<file path="src/rtl/spad_win.sv">
// ---------------------------------------------------------------------------
// spad_win -- activation scratchpad with serial fill and sliding window
//
// Holds DEPTH signed activation words. A new fill starts with `start`, after
// which serial beats are written to consecutive entries. Once every entry is
// written the block is FULL and each further beat (gated by shift_en) slides
// the window by one: the oldest word drops out and the new word enters at the
// top. A parallel load (par_we) replaces the whole window in one cycle.
// NUM_RD independent read ports return registered data one cycle after rd_en.
//
// Ports
//   sclk      in   clock, all state changes on the rising edge
//   rst       in   synchronous active-high reset
//   start     in   begin a new serial fill (memory contents kept)
//   shift_en  in   allow sliding-window beats while FULL
//   in_valid  in   serial word valid
//   in_data   in   serial word, DATA_DW bits
//   in_ready  out  block accepts in_data this cycle
//   par_we    in   parallel load of all entries
//   par_data  in   DATA_DW*DEPTH bits, entry i at [(i+1)*DATA_DW-1 -: DATA_DW]
//   rd_en     in   sample the read addresses
//   rd_addr   in   NUM_RD*AW bits, port k at [(k+1)*AW-1 -: AW]
//   rd_data   out  NUM_RD*DATA_DW bits of registered read data
//   rd_valid  out  rd_data is valid this cycle
//   full      out  window is FULL
//   fill_cnt  out  entries written in the current fill
// ---------------------------------------------------------------------------
module spad_win #(
  parameter int DATA_DW = 12,
  parameter int DEPTH   = 8,
  parameter int NUM_RD  = 2,
  localparam int AW     = $clog2(DEPTH),
  localparam int CW     = $clog2(DEPTH + 1)
) (
  input  logic                       sclk,
  input  logic                       rst,
  input  logic                       start,
  input  logic                       shift_en,
  input  logic                       in_valid,
  input  logic [DATA_DW-1:0]         in_data,
  output logic                       in_ready,
  input  logic                       par_we,
  input  logic [DATA_DW*DEPTH-1:0]   par_data,
  input  logic                       rd_en,
  input  logic [NUM_RD*AW-1:0]       rd_addr,
  output logic [NUM_RD*DATA_DW-1:0]  rd_data,
  output logic                       rd_valid,
  output logic                       full,
  output logic [CW-1:0]              fill_cnt
);

  typedef enum logic [1:0] {
    IDLE = 2'd0,
    FILL = 2'd1,
    FULL = 2'd2
  } state_t;

  state_t state;
  state_t state_next;

  logic signed [DATA_DW-1:0] mem [DEPTH];
  logic [DATA_DW-1:0]        rd_word [NUM_RD];

  logic beat;
  logic last_fill;

  // A beat is an accepted transfer; it loses to par_we and start, which
  // both redefine the window and so make the in-flight word meaningless.
  assign beat      = in_valid & in_ready & ~par_we & ~start;
  assign last_fill = (fill_cnt == CW'(DEPTH - 1));

  // State register.
  always_ff @(posedge sclk) begin
    if (rst) begin
      state <= IDLE;
    end else begin
      state <= state_next;
    end
  end

  // Next-state logic. IDLE is left only by start or par_we; FILL moves to
  // FULL once the beat landing in the last entry has been taken.
  always_comb begin
    state_next = state;
    if (par_we) begin
      state_next = FULL;
    end else if (start) begin
      state_next = FILL;
    end else if (beat && state == FILL && last_fill) begin
      state_next = FULL;
    end
  end

  // Output logic. in_ready is forced low during reset so that no beat is
  // handshaken in a cycle whose effect is discarded anyway.
  always_comb begin
    in_ready = 1'b0;
    full     = 1'b0;
    if (!rst) begin
      in_ready = (state == FILL) || (state == FULL && shift_en);
    end
    full = (state == FULL);
  end

  // Fill counter: counts written entries during FILL and parks at DEPTH.
  // A shift in FULL leaves it at DEPTH, so it never wraps.
  always_ff @(posedge sclk) begin
    if (rst) begin
      fill_cnt <= '0;
    end else if (par_we) begin
      fill_cnt <= CW'(DEPTH);
    end else if (start) begin
      fill_cnt <= '0;
    end else if (beat && state == FILL) begin
      fill_cnt <= fill_cnt + CW'(1);
    end
  end

  // Window storage. In FILL the beat lands at fill_cnt, which is always
  // below DEPTH there. In FULL the whole window slides down by one entry.
  always_ff @(posedge sclk) begin
    if (rst) begin
      for (int i = 0; i < DEPTH; i++) begin
        mem[i] <= '0;
      end
    end else if (par_we) begin
      for (int i = 0; i < DEPTH; i++) begin
        mem[i] <= par_data[i*DATA_DW +: DATA_DW];
      end
    end else if (beat) begin
      if (state == FILL) begin
        mem[fill_cnt[AW-1:0]] <= in_data;
      end else if (state == FULL) begin
        for (int i = 0; i < DEPTH - 1; i++) begin
          mem[i] <= mem[i+1];
        end
        mem[DEPTH-1] <= in_data;
      end
    end
  end

  // Read mux. Addresses beyond the last entry (only reachable when DEPTH is
  // not a power of two) read as zero instead of aliasing another entry.
  always_comb begin
    for (int k = 0; k < NUM_RD; k++) begin
      rd_word[k] = '0;
      if (int'(rd_addr[k*AW +: AW]) < DEPTH) begin
        rd_word[k] = mem[rd_addr[k*AW +: AW]];
      end
    end
  end

  // Read registers sample the pre-edge memory, so a read coinciding with a
  // write or shift returns the old contents. Data holds when rd_en is low.
  always_ff @(posedge sclk) begin
    if (rst) begin
      rd_data  <= '0;
      rd_valid <= 1'b0;
    end else begin
      rd_valid <= rd_en;
      if (rd_en) begin
        for (int k = 0; k < NUM_RD; k++) begin
          rd_data[k*DATA_DW +: DATA_DW] <= rd_word[k];
        end
      end
    end
  end

endmodule

</file>
<file path="config.mk">
export PLATFORM = sky130hd
export DESIGN_NAME = spad_win
export DESIGN_NICKNAME = d
export VERILOG_FILES = /design/src/rtl/spad_win.sv
export SDC_FILE = /design/constraint.sdc
export NUM_CORES = 1
export LEC_CHECK = 0
export ABC_AREA = 1
export BUFFER_PORTS_ARGS = -buffer_cell sky130_fd_sc_hd__buf_2
export CORE_MARGIN = 2
export CORE_UTILIZATION = 30
export CTS_CLUSTER_DIAMETER = 150
export DETAILED_ROUTE_END_ITERATION = 8
export GPL_TIMING_DRIVEN = 0
export MAX_ROUTING_LAYER = met4
export SKIP_CTS_REPAIR_TIMING = 1
export SLEW_MARGIN = 0
export SYNTH_ARGS = -nofsm -noshare
export SYNTH_HDL_FRONTEND = slang
export SYNTH_SLANG_ARGS = --single-unit
</file>
<file path="constraint.sdc">
create_clock -name sclk -period 3.91 [get_ports sclk]
set_clock_uncertainty 0.1 [all_clocks]
set_input_delay 0.5865 -clock sclk [delete_from_list [all_inputs] [get_ports sclk]]
set_output_delay 0.5865 -clock sclk [all_outputs]
set_load 0.05 [all_outputs]
</file>
==> metrics.txt, run 1 <==
total core area 0.02703 mm^2; fraction of layout cells with a size suffix above 1 15.38%; Detail Route Antenna Nets 0; CTS root buf clkbuf_16; final setup margin 1.459 ns; Tightest Pin Transition 0.8222 ns; area of the multi-input gates 0.003786 mm^2; grt total ovfl 0; GRT Util Overall 25.75%; Yosys reg bits 127; Yosys top cell by area edfxtp_1; Routed wire per std cell 20.46 um; final hold violation count 0; Place WS 1.036 ns; area grow syn2layout 22.17%; Cell Area, Synth 0.008302 mm^2; reg2reg start state[0]; YS warnings 0; worst-skew pair later-pin latency 0.43 ns; Max-Cap Viols 0; drt pass-1 iters 5; nature of the critical path startpoint flip-flop; Syn Nets 1351; hold path endpoint mem[7][4]; drc violations 0; status completed; Port Buffers 148; hold depth 3; Worst Hold Class input port to flip-flop; Max Transition Viols Final 0; starting density of the core 30.72%; P per Cell Area 407.6 mW/mm^2; number of antenna diodes 0; Design Power 0.004134 W; H-tree levels 4; reg2reg setup slack 1.46 ns; Critical Path Most Common Cell nand3_1; Setup Viol. Count Final 0; RePlAce Congestion 1.004; RSZ-0062 raised after global routing no; total CTS buffers 17; Hold Path Origin par_data[88]; sequential area share after synthesis 42.20%; syn avg cell area 6.755 um^2; Lkg Pwr 5.168 nW; most common cell after layout, fill and taps aside nand2_1; clock sinks 127; setup TNS 0 ns; clock transition at the registers of the reported paths 0.06 ns; synthesized instance count 1229; drt initial violations 911; number of fill cells 2905; area share of the leading cell type in the synthesized netlist 34.72%; Die ar. 0.02902 mm^2; vias in the first global route 8444; I/O Pins 152; Clock Path Buffers 2; slowest CP cell nand3_1; Max IR drop VDD 0.2464 mV; crit path kind flip-flop to flip-flop; initial antenna violation count 0; commonest cells after routing, fill and taps aside nand2_1 (431), nand3_1 (224), inv_1 (180); final hold slack 0.3485 ns; vias 8930; fmax 0.4081 GHz; slowest stage delay, CP 0.53 ns; Setup crit end kind flip-flop; global-route wire length before repair 52250 um; part of the cycle the worst path needs 62.67%; via density per instance 5.097; largest net degree at the start of global routing 17; Area contributors post-synth edfxtp_1 (35%), nand2_1 (19%), nand3_1 (14%), inv_1 (8.1%), dfxtp_1 (7.5%); Die Span X 170.4 um; critical path required time 3.79 ns; crit-path cells inv_1, nand3_1, nor2_4, inv_2, buf_2, buf_6, nand3_1; Total Wirelength 35840 um; Sequential Area 0.003503 mm^2; clock period minus worst slack 2.451 ns; R2R cell count 7; die height 170.4 um; TritonCTS clock tree done; Rel. slew slack 44.86%; Yosys cell types 29; Worst Path Max Fanout 12; crit path DAT 2.33 ns; Post-DP HPWL 27890 um; num rows 60; FF-to-FF End mem[4][6]; final net count 1520
worst max path at each step:
| stage | startpoint | end | slack (ns) | cells past startpoint |
|---|---|---|---|---|
| floorplan | rst | mem[3][0] | 1.37 | 5 |
| global placement | rst | mem[3][4] | 0.21 | 6 |
| detailed placement | rst | mem[5][5] | 1.04 | 8 |
| CTS | rst | mem[5][5] | 1.48 | 8 |
| global route | fill_cnt[2] | mem[0][9] | 1.28 | 7 |
| finish | state[0] | mem[4][6] | 1.46 | 7 |
flip-flops by register name, indices dropped and copies added, names as in the netlist:
register	flops
fill_cnt	4
mem	96
rd_data	24
rd_valid	1
state	2
worst max-delay path, delay by kind of cell, from the launching register on:
family / cells / cell delay, ns
DFF: 1 / 0.35
buffers and inverters: 4 / 0.78
and+or+nand+nor: 3 / 0.76
logic make-up (layout without fill, tap and decap cells):
family | Yosys count | after routing | share of synthesized area (%)
and+or+nand+nor | 728 | 728 | 37.23
buffers and inverters | 257 | 439 | 12.25
DFF | 127 | 127 | 42.20
AOI/OAI and AO/OA | 116 | 116 | 8.169
adders and majority gates | 1 | 1 | 0.1507
synth_stat cells:
cell and count:
nor2_8 1, nor2_4 2, nand3_1 224, buf_2 21
clkbuf_1 37, inv_1 180, nand3_4 1, nor2_1 59
nor2_2 1, nand4_1 2, buf_1 12, nand2_2 4
o21ai_1 4, o21bai_1 1, nand3_2 1, o31ai_1 1
o211ai_1 12, inv_2 1, o21ai_0 45, nor3_2 1
dfxtp_1 31, and3_1 1, edfxtp_1 96, nand2_1 431
buf_6 1, a21oi_1 28, ha_1 1, buf_4 5
a22oi_1 25
final cells by class:
class	count	area share, %
inverters	181	6.699
clock inverters	14	2.171
flip-flops and latches	127	34.54
multi-input cells	845	37.33
repair buffers	150	7.488
well taps	341	4.207
plain buffers	76	3.331
clock buffers	18	4.231
per-layer routing:
| layer | vias up | wire [um] | track usage (%) |
|---|---|---|---|
| li1 | 4285 | - | - |
| met1 | 4123 | 15240 | 32.94 |
| met2 | 452 | 16020 | 39.77 |
| met3 | 70 | 2700 | 3.372 |
| met4 | 0 | 1880 | 13.60 |
| met5 | - | 0 | - |
per-stage QoR:
step | cells | utilization (%) | instance area [um^2]
floorplan | 1229 | - | 8302
global placement | 1718 | 35.04 | 9469
detailed placement | 1720 | 35.13 | 9493
CTS | 1752 | 37.53 | 10140
global route | 1752 | 37.53 | 10140
finish | 1752 | 37.53 | 10140
report_power, final:
part / internal (W) / total (W) / leakage [nW] / switching, W
combinational: 0.000197 / 0.000724 / 3.55 / 0.000527
clock: 0.00118 / 0.00181 / 0.310 / 0.000628
sequential: 0.00156 / 0.00160 / 1.31 / 0.0000400
total: 0.00294 / 0.00413 / 5.17 / 0.00120
No activity file was read; power rests on OpenSTA's default activity.
==> run 2: changes to the inputs <==
==> constraint.sdc (replaced) <==
create_clock -name sclk -period 2.5 [get_ports sclk]
set_clock_uncertainty 0.1 [all_clocks]
set_input_delay 0.375 -clock sclk [delete_from_list [all_inputs] [get_ports sclk]]
set_output_delay 0.375 -clock sclk [all_outputs]
set_load 0.05 [all_outputs]
==> run 2 against run 1 <==
Sequential share of layout area hardly changed; utilization hardly changed; sequential power is 56% higher; largest power group unchanged; maximum frequency is 0.30% higher; cell area hardly changed; register-to-register slack worse by 1.4 ns; critical path depth is 2 lower; hold slack worse by 0.21 ns; largest cell class unchanged; via count is 0.84% higher.
==> metrics.txt, run 2 (synthesized netlist as in run 1, its figures left out) <==
status completed; Rel. slew slack 34.66%; final net count 1520; drc violations 0; clock sinks 127; worst path bufs/invs 2; routing usage on met1 32.79%; grt total ovfl 0; Setup crit end kind flip-flop; met2 Use GR 38.99%; crit-path cells inv_1, nor2_1, clkbuf_1, nand2_1, nand2_1; die height 170.4 um; via density per instance 5.140; largest net degree at the start of global routing 17; fraction of layout cells with a size suffix above 1 16.02%; vias 9005; GR peak layer met2; vias in the first global route 8419; H-tree levels 4; setup TNS 0 ns; Max Transition Viols Final 0; area post-placement 0.009485 mm^2; Place WS -0.3103 ns; TritonCTS clock tree done; CTS root buf clkbuf_16; drt initial violations 982; area of the multi-input gates 0.003802 mm^2; part of the cycle the worst path needs 97.73%; Critical Path Most Common Cell nand2_1; Worst Hold Class input port to flip-flop; Detail Route Antenna Nets 0; P per Cell Area 617.6 mW/mm^2; Total Wirelength 35600 um; Routed wire per std cell 20.32 um; clock period minus worst slack 2.443 ns; RSZ-0062 raised after global routing yes; worst-skew pair later-pin latency 0.44 ns; crit path DAT 2.42 ns; Clock Path Buffers 2; Max-Cap Viols 0; commonest cells after routing, fill and taps aside nand2_1 (430), nand3_1 (222), inv_1 (180); Tightest Pin Transition 0.9742 ns; Top reg by flops mem; met3 global-route usage 4.140%; nature of the critical path startpoint flip-flop; global-route wire length before repair 51750 um; Die Span X 170.4 um; Lkg Pwr 5.180 nW; number of fill cells 2989; num rows 60; final setup margin 0.05676 ns; Sequential Area 0.003503 mm^2; Worst Path Max Fanout 12; Post-DP HPWL 27700 um; final hold slack 0.1381 ns; Max IR drop VDD 0.3680 mV; slowest CP cell dfxtp_1; drt pass-1 iters 6; slowest stage delay, CP 0.49 ns; number of antenna diodes 0; Setup Viol. Count Final 0; fmax 0.4093 GHz; max FFs per register 96; delay-heaviest family, CP simple AND/OR/NAND/NOR gates; I/O Pins 152; final hold violation count 0; clock transition at the registers of the reported paths 0.06 ns; biggest regs mem: 96 flops, rd_data: 24 flops, fill_cnt: 4 flops; RePlAce Congestion 1.036; total core area 0.02703 mm^2; Die ar. 0.02902 mm^2; crit path kind flip-flop to flip-flop; critical path required time 2.47 ns; most common cell after layout, fill and taps aside nand2_1; GRT Util Overall 25.40%; starting density of the core 30.72%; initial antenna violation count 0; Port Buffers 148; area grow syn2layout 22.05%; cell area after layout 0.01013 mm^2; total CTS buffers 17
-- run 2: cell types whose count changed in the layout (fill, tap and decap cells not counted), sizes merged --
| cell | before | now |
|---|---|---|
| clkinvlp | 2 | 0 |
| clkbuf | 55 | 60 |
| bufinv | 6 | 0 |
| clkinv | 6 | 4 |
| inv | 181 | 186 |
-- run 2: power by group --
group          internal, W  switching [W]
Sequential         0.00244      0.0000623
Clock              0.00159        0.00103
Combinational     0.000309       0.000822
Total              0.00434        0.00192
-- run 2: per-layer routing --
layer  share of wire, %  vias up  routed length (um)
li1                   -     4283                   -
met1                 42     4147               15000
met2                 45      485               15960
met3                8.3       90                2948
met4                4.8        0                1700
met5                  0        -                   0
-- run 2: layout make-up --
type	instances	share of cell area, %
clock buffers	23	5.569
flip-flops and latches	127	34.58
clock inverters	9	0.5804
multi-input cells	845	37.53
plain buffers	76	3.334
repair buffers	150	7.496
well taps	341	4.211
inverters	181	6.705
-- run 2: worst paths after layout --
| path | from | to | slack (ns) | cells after the start |
|---|---|---|---|---|
| setup / recovery | fill_cnt[0] | mem[1][9] | 0.06 | 5 |
| setup reg to reg | fill_cnt[0] | mem[1][9] | 0.06 | 5 |
| hold / removal | par_data[90] | mem[7][6] | 0.14 | 3 |
| hold reg to reg | state[0] | state[0] | 0.39 | 2 |
-- run 2: worst register-to-register path: stages, from the launching register on --
cell,delay (ns)
dfxtp_1,0.49
inv_1,0.20
nor2_1,0.30
clkbuf_1,0.43
nand2_1,0.11
nand2_1,0.44
-- run 2: per-stage QoR --
stage                     power [W]  utilization (%)  std cells
after floorplan            0.003177                -       1229
after global placement     0.003639            35.06       1718
after detailed placement   0.003651            35.10       1719
after CTS                  0.006252            37.40       1751
after global routing       0.006466            37.49       1752
final                      0.006257            37.49       1752
